$ cat src/rtl/pipe_pkg.sv
// ---------------------------------------------------------------------------
// pipe_pkg
// Shared types for the 5-stage core pipeline registers.
//   ex_mem_ctrl_t : EX/MEM control bundle (RegWrite, MemWrite, ResultSrc)
//   ex_mem_data_t : EX/MEM payload (ALUResult, WriteData, PCPlus4, ExtImm, Rd)
//   occ_t         : occupancy of a two-entry skid stage
// ---------------------------------------------------------------------------
package pipe_pkg;

    typedef struct packed {
        logic       reg_write;
        logic       mem_write;
        logic [1:0] result_src;
    } ex_mem_ctrl_t;

    typedef struct packed {
        logic [63:0] alu_result;
        logic [63:0] write_data;
        logic [63:0] pc_plus4;
        logic [63:0] ext_imm;
        logic [4:0]  rd;
    } ex_mem_data_t;

    localparam int EX_MEM_CTRL_W = $bits(ex_mem_ctrl_t);
    localparam int EX_MEM_DATA_W = $bits(ex_mem_data_t);

    typedef enum logic [1:0] {
        OCC_EMPTY = 2'd0,   // main empty, skid empty
        OCC_ONE   = 2'd1,   // main valid, skid empty
        OCC_FULL  = 2'd2,   // main valid, skid valid
        OCC_BAD   = 2'd3    // skid valid without main: never entered
    } occ_t;

    function automatic occ_t occ_of(input logic main_v, input logic skid_v);
        occ_t occ;
        if (main_v && skid_v)
            occ = OCC_FULL;
        else if (main_v)
            occ = OCC_ONE;
        else if (!skid_v)
            occ = OCC_EMPTY;
        else
            occ = OCC_BAD;
        return occ;
    endfunction

endpackage

$ cat src/rtl/pipe_slot.sv
// ---------------------------------------------------------------------------
// pipe_slot
// One storage entry of the skid stage: valid bit, control bundle, payload.
//   clk, rst  : clock and synchronous active-high reset
//   i_clr     : invalidate the entry (ctrl zeroed; data zeroed if CLR_DATA)
//   i_load    : capture i_ctrl/i_data and mark valid (i_clr wins)
//   o_valid, o_ctrl, o_data : registered entry contents
// ---------------------------------------------------------------------------
module pipe_slot
    import pipe_pkg::*;
#(
    parameter int DATA_W   = 8,
    parameter int CTRL_W   = 4,
    parameter bit CLR_DATA = 1'b1
) (
    input  logic              clk,
    input  logic              rst,
    input  logic              i_clr,
    input  logic              i_load,
    input  logic [CTRL_W-1:0] i_ctrl,
    input  logic [DATA_W-1:0] i_data,
    output logic              o_valid,
    output logic [CTRL_W-1:0] o_ctrl,
    output logic [DATA_W-1:0] o_data
);

    logic              r_valid;
    logic [CTRL_W-1:0] r_ctrl;
    logic [DATA_W-1:0] r_data;

    // Ctrl is always cleared together with valid so an empty slot can never
    // carry RegWrite/MemWrite downstream.
    always_ff @(posedge clk) begin
        if (rst || i_clr) begin
            r_valid <= 1'b0;
            r_ctrl  <= '0;
        end else if (i_load) begin
            r_valid <= 1'b1;
            r_ctrl  <= i_ctrl;
        end
    end

    generate
        if (CLR_DATA) begin : g_data_clr
            always_ff @(posedge clk) begin
                if (rst || i_clr)
                    r_data <= '0;
                else if (i_load)
                    r_data <= i_data;
            end
        end else begin : g_data_hold
            // No reset on the wide payload; it is only meaningful when valid.
            always_ff @(posedge clk) begin
                if (i_load && !i_clr && !rst)
                    r_data <= i_data;
            end
        end
    endgenerate

    assign o_valid = r_valid;
    assign o_ctrl  = r_ctrl;
    assign o_data  = r_data;

endmodule

$ cat src/rtl/pipe_stage_skid.sv
// ---------------------------------------------------------------------------
// pipe_stage_skid
// Elastic pipeline register with two-entry skid storage, flush and a
// saturating stall-cycle counter. Full throughput with a registered in_ready.
//   clk, rst             : clock, synchronous active-high reset
//   flush                : kill all held entries (highest priority after rst)
//   in_valid/in_ready    : upstream handshake (in_ready from a flop and rst)
//   in_data/in_ctrl      : upstream payload and control bundle
//   out_valid/out_ready  : downstream handshake
//   out_data/out_ctrl    : main-slot contents; out_ctrl is zero when !out_valid
//   stall_cnt            : saturating count of out_valid & ~out_ready cycles
//
// Occupancy (derived from the two slot valid bits)
//   state     | meaning
//   OCC_EMPTY | nothing held, main loads on accept
//   OCC_ONE   | main holds the head; skid catches an accept without delivery
//   OCC_FULL  | both held; in_ready low, skid moves to main on delivery
//   OCC_BAD   | unreachable; both slots cleared to recover
// ---------------------------------------------------------------------------
module pipe_stage_skid
    import pipe_pkg::*;
#(
    parameter int DATA_W   = EX_MEM_DATA_W,
    parameter int CTRL_W   = EX_MEM_CTRL_W,
    parameter bit CLR_DATA = 1'b1,
    parameter int CNT_W    = 16
) (
    input  logic              clk,
    input  logic              rst,
    input  logic              flush,
    input  logic              in_valid,
    output logic              in_ready,
    input  logic [DATA_W-1:0] in_data,
    input  logic [CTRL_W-1:0] in_ctrl,
    output logic              out_valid,
    input  logic              out_ready,
    output logic [DATA_W-1:0] out_data,
    output logic [CTRL_W-1:0] out_ctrl,
    output logic [CNT_W-1:0]  stall_cnt
);

    localparam logic [CNT_W-1:0] CNT_MAX = '1;

    logic              w_main_valid;
    logic [CTRL_W-1:0] w_main_ctrl;
    logic [DATA_W-1:0] w_main_data;
    logic              w_skid_valid;
    logic [CTRL_W-1:0] w_skid_ctrl;
    logic [DATA_W-1:0] w_skid_data;

    logic              w_acc;
    logic              w_dlv;
    occ_t              w_occ;

    logic              w_main_load;
    logic              w_main_clr;
    logic              w_skid_load;
    logic              w_skid_clr;
    logic [CTRL_W-1:0] w_main_ctrl_d;
    logic [DATA_W-1:0] w_main_data_d;

    logic [CNT_W-1:0]  r_stall_cnt;

    // in_ready depends only on the skid flop (and rst), never on out_ready,
    // which keeps the upstream ready path short.
    assign in_ready = ~w_skid_valid & ~rst;

    assign w_acc = in_valid & in_ready;
    assign w_dlv = w_main_valid & out_ready;
    assign w_occ = occ_of(w_main_valid, w_skid_valid);

    // The skid entry is older than anything on in_*, so it has priority
    // when refilling main.
    assign w_main_ctrl_d = w_skid_valid ? w_skid_ctrl : in_ctrl;
    assign w_main_data_d = w_skid_valid ? w_skid_data : in_data;

    always_comb begin
        w_main_load = 1'b0;
        w_main_clr  = 1'b0;
        w_skid_load = 1'b0;
        w_skid_clr  = 1'b0;

        case (w_occ)
            OCC_EMPTY: begin
                w_main_load = w_acc;
            end
            OCC_ONE: begin
                if (w_dlv) begin
                    if (w_acc)
                        w_main_load = 1'b1;
                    else
                        w_main_clr = 1'b1;
                end else if (w_acc) begin
                    w_skid_load = 1'b1;
                end
            end
            OCC_FULL: begin
                if (w_dlv) begin
                    w_main_load = 1'b1;
                    w_skid_clr  = 1'b1;
                end
            end
            default: begin
                w_main_clr = 1'b1;
                w_skid_clr = 1'b1;
            end
        endcase

        // Flush discards both slots and any entry accepted this cycle; the
        // delivery happening this cycle is unaffected since out_* are flops.
        if (flush) begin
            w_main_load = 1'b0;
            w_skid_load = 1'b0;
            w_main_clr  = 1'b1;
            w_skid_clr  = 1'b1;
        end
    end

    pipe_slot #(
        .DATA_W   (DATA_W),
        .CTRL_W   (CTRL_W),
        .CLR_DATA (CLR_DATA)
    ) u_main (
        .clk     (clk),
        .rst     (rst),
        .i_clr   (w_main_clr),
        .i_load  (w_main_load),
        .i_ctrl  (w_main_ctrl_d),
        .i_data  (w_main_data_d),
        .o_valid (w_main_valid),
        .o_ctrl  (w_main_ctrl),
        .o_data  (w_main_data)
    );

    pipe_slot #(
        .DATA_W   (DATA_W),
        .CTRL_W   (CTRL_W),
        .CLR_DATA (CLR_DATA)
    ) u_skid (
        .clk     (clk),
        .rst     (rst),
        .i_clr   (w_skid_clr),
        .i_load  (w_skid_load),
        .i_ctrl  (in_ctrl),
        .i_data  (in_data),
        .o_valid (w_skid_valid),
        .o_ctrl  (w_skid_ctrl),
        .o_data  (w_skid_data)
    );

    // Only rst clears the counter; flush leaves it running.
    always_ff @(posedge clk) begin
        if (rst)
            r_stall_cnt <= '0;
        else if (w_main_valid && !out_ready && (r_stall_cnt != CNT_MAX))
            r_stall_cnt <= r_stall_cnt + CNT_W'(1);
    end

    assign out_valid = w_main_valid;
    assign out_ctrl  = w_main_ctrl;
    assign out_data  = w_main_data;
    assign stall_cnt = r_stall_cnt;

endmodule

$ cat config.mk
export PLATFORM = sky130hd
export DESIGN_NAME = pipe_stage_skid
export DESIGN_NICKNAME = d
export VERILOG_FILES = /design/src/rtl/pipe_pkg.sv /design/src/rtl/pipe_slot.sv /design/src/rtl/pipe_stage_skid.sv
export SDC_FILE = /design/constraint.sdc
export NUM_CORES = 1
export LEC_CHECK = 0
export CAP_MARGIN = 10
export CORE_MARGIN = 2
export CORE_UTILIZATION = 50
export DETAILED_ROUTE_END_ITERATION = 16
export PLACE_DENSITY = 0.91
export SYNTH_ARGS = -nofsm -noshare
export SYNTH_HDL_FRONTEND = slang
export SYNTH_SLANG_ARGS = --single-unit
$ cat constraint.sdc
create_clock -name clk -period 6.85 [get_ports clk]
set_input_delay 1.37 -clock clk [delete_from_list [all_inputs] [get_ports clk]]
set_output_delay 1.37 -clock clk [all_outputs]
set_load 0.01 [all_outputs]
==> results.json <==
{
  "switching_power_mw": 1.618,
  "routed_wl_um": 77250,
  "dp_hpwl_um": 47580,
  "slew_headroom": -0.08924,
  "violations": "slew limit",
  "maxCapViolations": 0,
  "outcome": "finished with violations",
  "combPwrFrac": 0.092,
  "yosysWarnings": 0,
  "finalHoldViolations": 0,
  "hp-class": "register to register",
  "finalCritPeriodShare": 0.6637,
  "rsz0062_at_grt": "false",
  "yosysTopAreaCell": "dfxtp_1",
  "clockRootBuffer": "clkbuf_16",
  "hold_buffers": 0,
  "rows": 80,
  "cts_tree": "done",
  "synth_edf_count": 0,
  "viasPerCell": 6.136,
  "final_cell_area_um2": 31490,
  "hold_depth": 2,
  "antenna_left": 0,
  "arrival_ns": 5.05,
  "rr_endpoint": "u_main.o_data[209]$_SDFFE_PP0P_",
  "placed_cell_area_um2": 29640,
  "critPathMaxFanout": 209,
  "clkTransAtPathRegs_ns": 0.06,
  "grt_pass1_wl_um": 120700,
  "pre_cts_slack_ns": 1.873,
  "numCtsBuffers": 55,
  "p_leak_nw": 9.092,
  "cp_top_family": "buffers and inverters",
  "initial_utilization": 0.5062,
  "core-area_um2": 47750,
  "gr-usage-met3": 0.06348,
  "p_per_area_nw_per_um2": 220.9,
  "endpoint_kind": "register",
  "use_met2": 0.4862,
  "clock_skew_ns": 0.01562,
  "ys.flop_type": "dfxtp_1",
  "overflow": 0,
  "ff2ff_setup_slack_ns": 2.87,
  "grt.met1_usage": 0.3602,
  "setup_viol": 0,
  "hold_end": "u_skid.o_data[196]$_SDFFE_PP0P_",
  "worst_ir_drop_vdd_uv": 164.3,
  "cts_sinks": 548,
  "netSwitchingFraction": 0.2326,
  "async_flop_share": 0,
  "tightest_slew_ns": 1.634,
  "power_frac_seq": 0.467,
  "wl_per_cell_um": 21.78,
  "crit_slowest_cell": "clkdlybuf4s50_1",
  "syn_nets": 2783,
  "port_buffers": 552,
  "grt_pass1_vias": 21970,
  "post_cts_buffers": 0,
  "die_w_um": 223.9,
  "synth_top_area_frac": 0.4539,
  "syn_to_final_growth_pct": 30.28,
  "clk_latency_ns": 0.59,
  "place_congestion": 0.8803,
  "synth.avg_cell_area_um2": 9.640,
  "vias": 21770,
  "worstPathRequired_ns": 7.35,
  "dieArea_um2": 50110,
  "synthDistinctLibCells": 38,
  "fin_setup_tns_ns": 0,
  "antenna_found_initial": 7,
  "rr_startpoint": "u_skid.o_valid$_SDFFE_PP0P_",
  "first_iter_violations": 2030,
  "cp-start-kind": "primary input",
  "hp-start": "u_skid.o_data[196]$_SDFFE_PP0P_",
  "layout.nets": 3162,
  "worstSetupPathType": "primary input to register",
  "synthCells": 2507,
  "cts_buffer_depth": 3,
  "ys_top_cells_by_area": "dfxtp_1 (45%), a211oi_2 (13%), mux2i_1 (11%)",
  "htreeDepth": 2,
  "finalMaxSlewViolations": 84,
  "ys_seq_area_frac": 0.4539,
  "ys_seq_elements": 548,
  "die_height_um": 223.9,
  "cpPeakStageDelay_ns": 0.83,
  "worst_slack_ns": 2.304,
  "drive_gt1_frac": 0.1303,
  "internal_power_mw": 5.337,
  "reg2reg_depth": 6,
  "p_clk_frac": 0.441,
  "syn_area_um2": 24170,
  "period_minus_slack_ns": 4.546,
  "track_usage": 0.2957,
  "drc": 0,
  "busiest_layer": "met2",
  "path_buf_inv": 2,
  "grt_max_degree": 210,
  "worstPathCellList": "clkdlybuf4s50_1, nor3b_4, a21o_4, buf_12, a211oi_1, a211oi_2",
  "post_cts_resized": 0,
  "fmax_mhz": 220.0,
  "dr.pass1.iters": 5,
  "io_pins": 553
}
## kinds of logic after synthesis
family	after synthesis	share of synthesized area
buffers and inverters	272	0.05586
muxes	268	0.1111
adders and majority gates	6	0.003106
xor gates and xnor gates	1	0.0003625
DFF	548	0.4539
AOI/OAI and AO/OA	826	0.2795
and+or+nand+nor	586	0.09609
## flip-flops by register name, indices dropped and copies added (netlist names)
register / count
stall_cnt: 16
u_main.o_ctrl: 4
u_main.o_data: 261
u_main.o_valid: 1
u_skid.o_ctrl: 4
u_skid.o_data: 261
u_skid.o_valid: 1
## worst max path at each step
stage                     cells after the start  slack, ns  start                              end
after floorplan                               3       3.45    rst                         in_ready
after global placement                        6       2.02    rst   u_main.o_data[29]$_SDFFE_PP0P_
after detailed placement                      6       1.87    rst    u_main.o_data[8]$_SDFFE_PP0P_
after CTS                                     3       2.43    rst                         in_ready
after global routing                          6       2.25    rst    u_main.o_data[8]$_SDFFE_PP0P_
final                                         6       2.30    rst  u_main.o_data[209]$_SDFFE_PP0P_
## cell usage after synthesis (all sizes together), types with 4 or more instances
cell type,count
o31ai,5
a21oi,278
and3,4
ha,6
or4,4
o21ai,8
nand2,536
dfxtp,548
nor2,11
a211oi,530
mux2i,266
nand4,5
buf,172
nand3,6
or3,8
clkbuf,95
inv,5
## final cells by class
type | count | area [um^2]
tap | 615 | 769.5
timing repair buffer | 589 | 6003
antenna | 8 | 20.02
multi-input combinational | 1687 | 11880
sequential | 548 | 10970
fill | 3404 | 16260
clock buffer | 79 | 1609
inverter | 5 | 18.77
clock inverter | 16 | 211.5
## per-layer routing
layer | part of all wire | wire length, um | up-vias
li1 | - | - | 9841
met1 | 0.39 | 29780 | 10520
met3 | 0.083 | 6426 | 269
met2 | 0.47 | 36470 | 1137
met5 | 0.00016 | 12 | -
met4 | 0.059 | 4559 | 2
## worst reg2reg max path: stages, from the launching register on
cell      delay (ns)
dfxtp_4         1.10
inv_1           0.25
ha_1            0.33
a21o_4          0.43
buf_12          0.33
a211oi_1        1.32
a211oi_2        0.09
## cells in the final DEF, fill, tap and decap left out, types with 10 or more instances in the layout
master           instances
clkbuf_8                10
a21oi_1                278
nor2_1                  11
nand2_1                536
clkbuf_1                12
a211oi_2               250
buf_12                  16
mux2i_1                266
clkdlybuf4s50_1        552
buf_4                   20
clkbuf_16               57
dfxtp_1                547
a211oi_1               280
## metrics by stage
stage	total power [mW]	cells	hold slack [ns]	util
after floorplan	3.620	2507	0.4360	-
after global placement	3.928	3443	0.4403	0.6207
after detailed placement	3.948	3443	0.4461	0.6207
after CTS	6.976	3538	0.4541	0.6589
after global routing	7.144	3544	0.4677	0.6593
final	6.955	3547	0.4536	0.6594
## power groups by stage
stage	Combinational, mW	Clock (mW)	Sequential, mW
floorplan	0.289	0	3.33
global placement	0.612	0	3.32
detailed placement	0.630	0	3.32
CTS	0.636	3.09	3.25
global route	0.677	3.22	3.25
finish	0.642	3.06	3.25
Power figures use the tool's default switching activity.
